[config.mk]
export PLATFORM = sky130hd
export DESIGN_NAME = fetch_sequencer
export DESIGN_NICKNAME = d
export VERILOG_FILES = /design/src/rtl/fetch_pkg.sv /design/src/rtl/fetch_sequencer.sv
export SDC_FILE = /design/constraint.sdc
export NUM_CORES = 1
export LEC_CHECK = 0
export BUFFER_PORTS_ARGS = -buffer_cell sky130_fd_sc_hd__buf_4
export CORE_ASPECT_RATIO = 0.75
export CORE_MARGIN = 10
export CORE_UTILIZATION = 44
export DETAILED_ROUTE_END_ITERATION = 6
export PLACE_DENSITY = 0.79
export SYNTH_ARGS = -nofsm -noshare
export SYNTH_HDL_FRONTEND = slang
export SYNTH_SLANG_ARGS = --single-unit
[constraint.sdc]
create_clock -name clk -period 1.5 [get_ports clk]
set_input_delay 0.3 -clock clk [delete_from_list [all_inputs] [get_ports clk]]
set_output_delay 0.3 -clock clk [all_outputs]
set_load 0.01 [all_outputs]
[src/rtl/fetch_pkg.sv]
// Shared types and widths for the fetch-stage sequencer.
package fetch_pkg;

    localparam int PC_W   = 32;
    localparam int WORD_W = 16;

    typedef enum logic [2:0] {
        RUN     = 3'd0,
        DRAIN   = 3'd1,
        PUSH_HI = 3'd2,
        PUSH_LO = 3'd3,
        VECTOR  = 3'd4
    } fseq_state_t;

endpackage

[src/rtl/fetch_sequencer.sv]
// Fetch-stage next-PC selection and interrupt entry: drain, push the return PC
// as two stack words, then redirect to the interrupt vector.
module fetch_sequencer
    import fetch_pkg::*;
#(
    parameter logic [PC_W-1:0] RESET_PC   = 32'h0000_0000,
    parameter logic [PC_W-1:0] INT_VECTOR = 32'h0000_0002
) (
    input  logic              clk,
    input  logic              rst,
    input  logic              intr_req,
    input  logic              jump_taken,
    input  logic [PC_W-1:0]   jump_target,
    input  logic              hazard_stall,
    input  logic              imm_pending,
    input  logic [PC_W-1:0]   pc_plus1,
    output logic [PC_W-1:0]   pc_load,
    output logic              pc_stall,
    output logic              flush_fd,
    output logic              push_valid,
    output logic [WORD_W-1:0] push_data,
    input  logic              push_ready,
    output logic              intr_ack,
    output logic              busy
);

    fseq_state_t     state;
    fseq_state_t     stateNext;
    logic [PC_W-1:0] retPc;

    // NOTE: sequential state uses non-blocking assignments so every register
    // samples the pre-edge values of its peers.
    always_ff @(posedge clk) begin
        if (rst) state <= RUN;
        else     state <= stateNext;
    end

    // A jump resolved while draining is the real return point, so it replaces
    // the PC captured when the request was first seen.
    always_ff @(posedge clk) begin
        if (rst)
            retPc <= '0;
        else if (state == RUN && intr_req)
            retPc <= jump_taken ? jump_target : pc_plus1;
        else if (state == DRAIN && jump_taken)
            retPc <= jump_target;
    end

    // NOTE: every output gets a default before the case so no path leaves a
    // signal unassigned and a latch cannot be inferred.
    always_comb begin
        stateNext  = state;
        pc_load    = pc_plus1;
        pc_stall   = 1'b0;
        flush_fd   = 1'b0;
        push_valid = 1'b0;
        push_data  = '0;
        intr_ack   = 1'b0;
        busy       = (state != RUN);

        if (rst) begin
            pc_load  = RESET_PC;
            flush_fd = 1'b1;
            busy     = 1'b0;
        end else begin
            case (state)
                RUN: begin
                    pc_load  = jump_taken ? jump_target : pc_plus1;
                    pc_stall = hazard_stall;
                    flush_fd = jump_taken;
                    if (intr_req) stateNext = DRAIN;
                end
                DRAIN: begin
                    pc_stall = 1'b1;
                    flush_fd = 1'b1;
                    if (!imm_pending && !hazard_stall) stateNext = PUSH_HI;
                end
                PUSH_HI: begin
                    pc_stall   = 1'b1;
                    flush_fd   = 1'b1;
                    push_valid = 1'b1;
                    push_data  = retPc[PC_W-1:WORD_W];
                    if (push_ready) stateNext = PUSH_LO;
                end
                PUSH_LO: begin
                    pc_stall   = 1'b1;
                    flush_fd   = 1'b1;
                    push_valid = 1'b1;
                    push_data  = retPc[WORD_W-1:0];
                    if (push_ready) stateNext = VECTOR;
                end
                VECTOR: begin
                    pc_load   = INT_VECTOR;
                    flush_fd  = 1'b1;
                    intr_ack  = 1'b1;
                    stateNext = RUN;
                end
                default: stateNext = RUN;
            endcase
        end
    end

endmodule

**After elaboration in Yosys (flattened, before gate mapping)**

Cells that the tools add are included.

- Flip-flop bits (word level): 35
- Output and inout bits: 53
- Bits of input ports: 71

- Reduce and logical (&&, ||, !) cells: 12
- Multiplexer cells: 21
- Eq/ne operators: 8

Operators by type and width:

| operator | count |
|---|---|
| 32-bit two-way mux | 4 |
| 32-bit case mux with 2 select lines | 1 |
| 16-bit case mux with 2 select lines | 1 |
| 16-bit two-way mux | 1 |
| 3-bit two-way mux | 4 |
| 3-bit case mux with 4 select lines | 1 |
| 1-bit two-way mux | 7 |
| 3-bit by 2-bit equality test with 1-bit output, second input constant | 2 |
| 2-bit != test, second input constant | 3 |
| 1-bit case mux with 2 select lines | 2 |
| 4-bit AND reduction | 1 |
| 4-bit OR reduction | 1 |
| 3-bit by 1-bit equality test with 1-bit output, second input constant | 1 |
| 3-bit equality test, second input constant | 1 |
| 1-bit logical AND | 3 |
| 3-bit logical NOT | 1 |
| 3-bit nonzero test | 1 |
| 3-bit OR reduction | 1 |
| 1-bit logical NOT | 2 |
| 2-bit by 1-bit != test with 1-bit output, second input constant | 1 |
| 2-bit nonzero test | 1 |
| 2-bit OR reduction | 1 |

**Logic depth before layout (Yosys ltp)**

- Word-level depth: 4
- Depth in mapped cells: 6
- Mapped depth without buffers: 3

**Worst setup path after synthesis**

No wires, ideal clock.

- Path kind: reg-to-output
- Start: register state[0]
- End: output port pc_load[27]
- Buffers on the path: 3
- Arrival: 1.354 ns
- Slack: -0.154 ns
- Stages on the path, launching flop included: 7
- Cells stage by stage: dfxtp_1 -> buf_6 -> or2_1 -> buf_6 -> buf_6 -> o31a_1 -> nor2_1

- Word-level cells in the longest chain between the ends: 3

Ends and longest elaborated chain:

| item | RTL line | text |
|---|---|---|
| start, declared | fetch_sequencer.sv:27 | `fseq_state_t state;` |
| start signal, assigned | fetch_sequencer.sv:35 | `else state <= stateNext;` |
| 3-bit equality test / 3-bit logical NOT (equally long branches) | fetch_sequencer.sv:66 | `case (state)` |
| 32-bit case mux with 2 select lines (*) | fetch_sequencer.sv:66 |  |
| 32-bit two-way mux (*) | fetch_sequencer.sv:61 | `if (rst) begin` |
| end, declared | fetch_sequencer.sv:17 | `output logic [PC_W-1:0] pc_load,` |

Every way passes the cells marked *; elsewhere a longest branch is shown, timed or not.

**Worst setup path after layout**

- Start: register state[1]
- End: output port flush_fd

- Word-level cells in the longest chain between the ends: 4

Ends and longest elaborated chain:

| item | RTL line | text |
|---|---|---|
| 3-bit by 1-bit equality test with 1-bit output (tied with other cells) | fetch_sequencer.sv:66 |  |
| 4-bit OR reduction (no line) | n/a |  |
| 1-bit case mux with 2 select lines (*) | fetch_sequencer.sv:66 |  |
| 1-bit two-way mux (*) | fetch_sequencer.sv:61 |  |
| end, declared | fetch_sequencer.sv:19 | `output logic flush_fd,` |

Marks and branches as above.

==> Flow_metrics.wiki <==
{| class="wikitable"
! Metric !! Value
|-
| Run status || finished, violations left
|-
| Violated checks || setup timing
|-
| Die boundary width || 114 um
|-
| Most numerous cell types in the synthesized netlist || sky130_fd_sc_hd__o21ai_0, sky130_fd_sc_hd__nor2_1, sky130_fd_sc_hd__mux2i_1
|-
| Final setup violation count || 83
|-
| Portion of the post-synthesis area used by sequential elements || around a quarter
|-
| Largest voltage drop on the vdd net || 0.000500 V
|-
| Cell types occupying the most area after synthesis || sky130_fd_sc_hd__dfxtp_1, sky130_fd_sc_hd__mux2i_1, sky130_fd_sc_hd__o21ai_0, sky130_fd_sc_hd__a211o_1, sky130_fd_sc_hd__o31a_1
|-
| Pin count of the biggest net entering global routing || 38
|-
| Max capacitance violation total || 0
|-
| HPWL after detailed placement || around 8.4 mm
|-
| Global-route layer with the greatest usage || met2
|-
| Remaining routing DRC violations || 0
|-
| Number of fill cells in the layout || roughly 450
|-
| Share of synthesized registers carrying an async set or reset || 0%
|-
| Final critical-path share of the clock period || 127%
|-
| Total via count after detailed routing || 3806
|-
| Diode count || 0
|-
| Router iterations before antenna repair || 5
|-
| Highest achievable clock rate || between 500 and 600 MHz
|-
| Number of buffers on the longest clock path || 2
|-
| Headroom to the max-slew limit || approximately two thirds
|-
| DIE AREA || 10400 sq um
|-
| TritonCTS clock tree || built
|-
| Arrival @ worst endpoint || ~1.6 ns
|-
| Total leakage power || between 0.002 and 0.0025 uW
|-
| Ys Warns || 0
|-
| Number of synthesized flops with an enable pin || 0
|-
| Yosys cell types || 27
|-
| Num rows || 25
|-
| Global-route wire length before repair || around 18 mm
|-
| Root buf cell || sky130_fd_sc_hd__clkbuf_8
|-
| Crit Path Class || reg2out
|-
| Critical-path cell list || buf_4 > nor4_2 > a21oi_1 > or2_2 > buf_4
|-
| Layout Skew || between 0.002 and 0.003 ns
|-
| Cell seen most often among critical-path stages || sky130_fd_sc_hd__buf_4
|-
| Area growth, synth to finish || 63.3%
|-
| Port Buffers || about 120
|-
| Violation count after the first detailed-routing iteration || roughly 430
|-
| Startpoint type of the worst setup path || flop
|-
| Clock transition at path regs || ~0.070 ns
|-
| Most instantiated library cell after synthesis || sky130_fd_sc_hd__o21ai_0
|-
| Post-synth net total || roughly 470
|-
| Unrepaired setup endpoints after global routing || true
|-
| Critical Path Fanout Max || 14
|-
| Area of the mapped netlist || 2940 sq um
|-
| Cts hold-fix bufs || 0
|-
| Proportion of netlist area held by the largest area contributor || 23.9%
|-
| Antenna-violating nets left || 0
|-
| Most common flop cell mapped by yosys || sky130_fd_sc_hd__dfxtp_1
|-
| Total Routing Usage GR || about a fifth
|-
| Number of ports placed on the die boundary || roughly 120
|-
| Critical Path Max Stage Delay || between 0.3 and 0.4 ns
|-
| GR met2 Demand/Resource || 32.8%
|-
| Post-detailed-route via-to-cell ratio || 6.07
|-
| Core Region || ~6400 sq um
|-
| Slew at the pin with the worst max-slew slack || around 0.48 ns
|-
| GPL Wtd Cong || 0.819
|-
| CTS Buf Count || 5
|-
| P per Cell Area || slightly above 700 nW/um^2
|-
| Number of placed instances, taps included || between 600 and 700
|-
| Via count of the first global-routing pass || between 3000 and 4000
|-
| Path type of the worst min-delay path || in2reg
|-
| Flip-flop and latch count after synthesis || 35
|-
| Total detailed-routing wirelength || approximately 12 mm
|-
| Met1 layer usage reported by global route || between 20% and 30%
|-
| Most area-hungry cell type in the Yosys netlist || sky130_fd_sc_hd__dfxtp_1
|-
| Hold Violations, Final || 0
|-
| Number of max-slew violations in the final report || 0
|-
| Overall power after layout || around 3400 uW
|-
| Initial cell density of the core || around 46%
|-
| Number of antenna violations at the first check in global routing || 0
|-
| Slowest cell on the critical path || sky130_fd_sc_hd__dfxtp_2
|-
| Synthesized instance count || ~400
|-
| Chip height || 90.8 um
|-
| Finished Layout Cells || between 600 and 700
|-
| GR Layer Usage met3 || about 6.8%
|-
| Crit path setup slack, layout || -0.398 ns
|-
| Avg Inst Size Synth || between 7 and 8 sq um
|-
| Total global routing overflow || 0
|-
| Clk_lat worst skew || just under 0.3 ns
|-
| Routed wire per std cell || between 15 and 20 um
|-
| Final critical-path required period || 1.90 ns
|-
| Capturing element type of the critical path || output port
|-
| Final #Nets || 616
|-
| Required time of the critical path || around 1.2 ns
|-
| Number of H-tree levels || 2
|-
| Clock sink total || 35
|-
| Share of final-layout standard cells stronger than drive strength 1 || around half
|}
timing repair:
| item | CTS | global route |
|---|---|---|
| pin swaps | 8 | 1 |
| cloned | 4 | 2 |
| setup buffers | 0 | 2 |
| gates resized for setup | 24 | 32 |
| setup endpoints to repair | 61 | 83 |
area by class of cell:
class / instances / area [sq um] / area share [%]
Inverter: 2 / 7.51 / 0.157
Tap cell: 81 / 101 / 2.11
Clock inverter: 2 / 38.8 / 0.809
Multi-Input combinational cell: 307 / 2180 / 45.5
Clock buffer: 6 / 82.6 / 1.72
Timing Repair Buffer: 194 / 1680 / 34.9
Sequential cell: 35 / 707 / 14.7
power breakdown:
| group | internal, uW | switching, uW |
|---|---|---|
| logic | 781 | 696 |
| registers | 999 | 52.7 |
| clock network | 547 | 367 |
| total | 2330 | 1120 |
worst max-delay path, delay by kind of cell (launching register included):
family / cells / cell delay [ns]
and+or+nand+nor: 2 / 0.54
AOI/OAI and AO/OA: 1 / 0.08
buffers and inverters: 2 / 0.34
DFF: 1 / 0.34
per-layer routing:
layer	wire (um)	up-vias	share of wire [%]
met4	243	0	2.0
met1	5090	1820	41
met2	5750	201	47
met3	1240	20	10
met5	0	-	0
li1	-	1765	-
cell usage in the layout (no fill, tap or decap), types with 2 or more instances in the layout:
cell type / count
sky130_fd_sc_hd__buf_4: 171
sky130_fd_sc_hd__o21ai_0: 56
sky130_fd_sc_hd__mux2i_1: 39
sky130_fd_sc_hd__nor2_2: 32
sky130_fd_sc_hd__dfxtp_1: 32
sky130_fd_sc_hd__a21oi_1: 30
sky130_fd_sc_hd__o31a_1: 29
sky130_fd_sc_hd__nand3_1: 29
sky130_fd_sc_hd__a211o_1: 29
sky130_fd_sc_hd__nor2_1: 17
sky130_fd_sc_hd__buf_6: 9
sky130_fd_sc_hd__buf_12: 9
sky130_fd_sc_hd__mux2i_2: 6
sky130_fd_sc_hd__o21ai_1: 6
sky130_fd_sc_hd__clkbuf_8: 6
sky130_fd_sc_hd__a21oi_2: 5
sky130_fd_sc_hd__mux2_2: 4
sky130_fd_sc_hd__a22oi_1: 4
sky130_fd_sc_hd__or2_2: 2
sky130_fd_sc_hd__nand2_1: 2
sky130_fd_sc_hd__nor4b_1: 2
sky130_fd_sc_hd__bufbuf_16: 2
sky130_fd_sc_hd__dfxtp_2: 2
registers in the layout (all words and copies together) (netlist names):
name / cells
retPc: 32
state: 3
per-stage QoR:
stage | setup TNS [ns] | worst slack, ns | instance area [sq um] | utilization [%] | hold WS [ns]
global placement | -2.81 | -0.116 | 4370 | 68.5 | 0.461
finish | -18.44 | -0.398 | 4800 | 75.2 | 0.279
detailed placement | -3.87 | -0.185 | 4370 | 68.5 | 0.470
CTS | -18.50 | -0.375 | 4650 | 72.9 | 0.267
floorplan | -2.53 | -0.101 | 3000 | - | 0.445
global route | -22.68 | -0.436 | 4800 | 75.2 | 0.287
cells by family (layout without fill, tap and decap cells):
| group | Yosys count | in the layout | share of synthesized area, % |
|---|---|---|---|
| compound gates | 163 | 163 | 35.9 |
| simple gates | 94 | 94 | 14.6 |
| buf+inv | 52 | 204 | 8.48 |
| mux | 50 | 50 | 17.2 |
| flops | 35 | 35 | 23.9 |
path summary, 6_finish.rpt:
path | depth (start not counted) | end | startpoint | slack [ns]
max | 5 | flush_fd | state[1] | -0.40
min reg2reg | 2 | retPc[19] | retPc[19] | 0.48
min | 3 | state[2] | push_ready | 0.28
max reg2reg | 5 | retPc[26] | state[1] | -0.13
No activity file was read; power rests on OpenSTA's default activity.
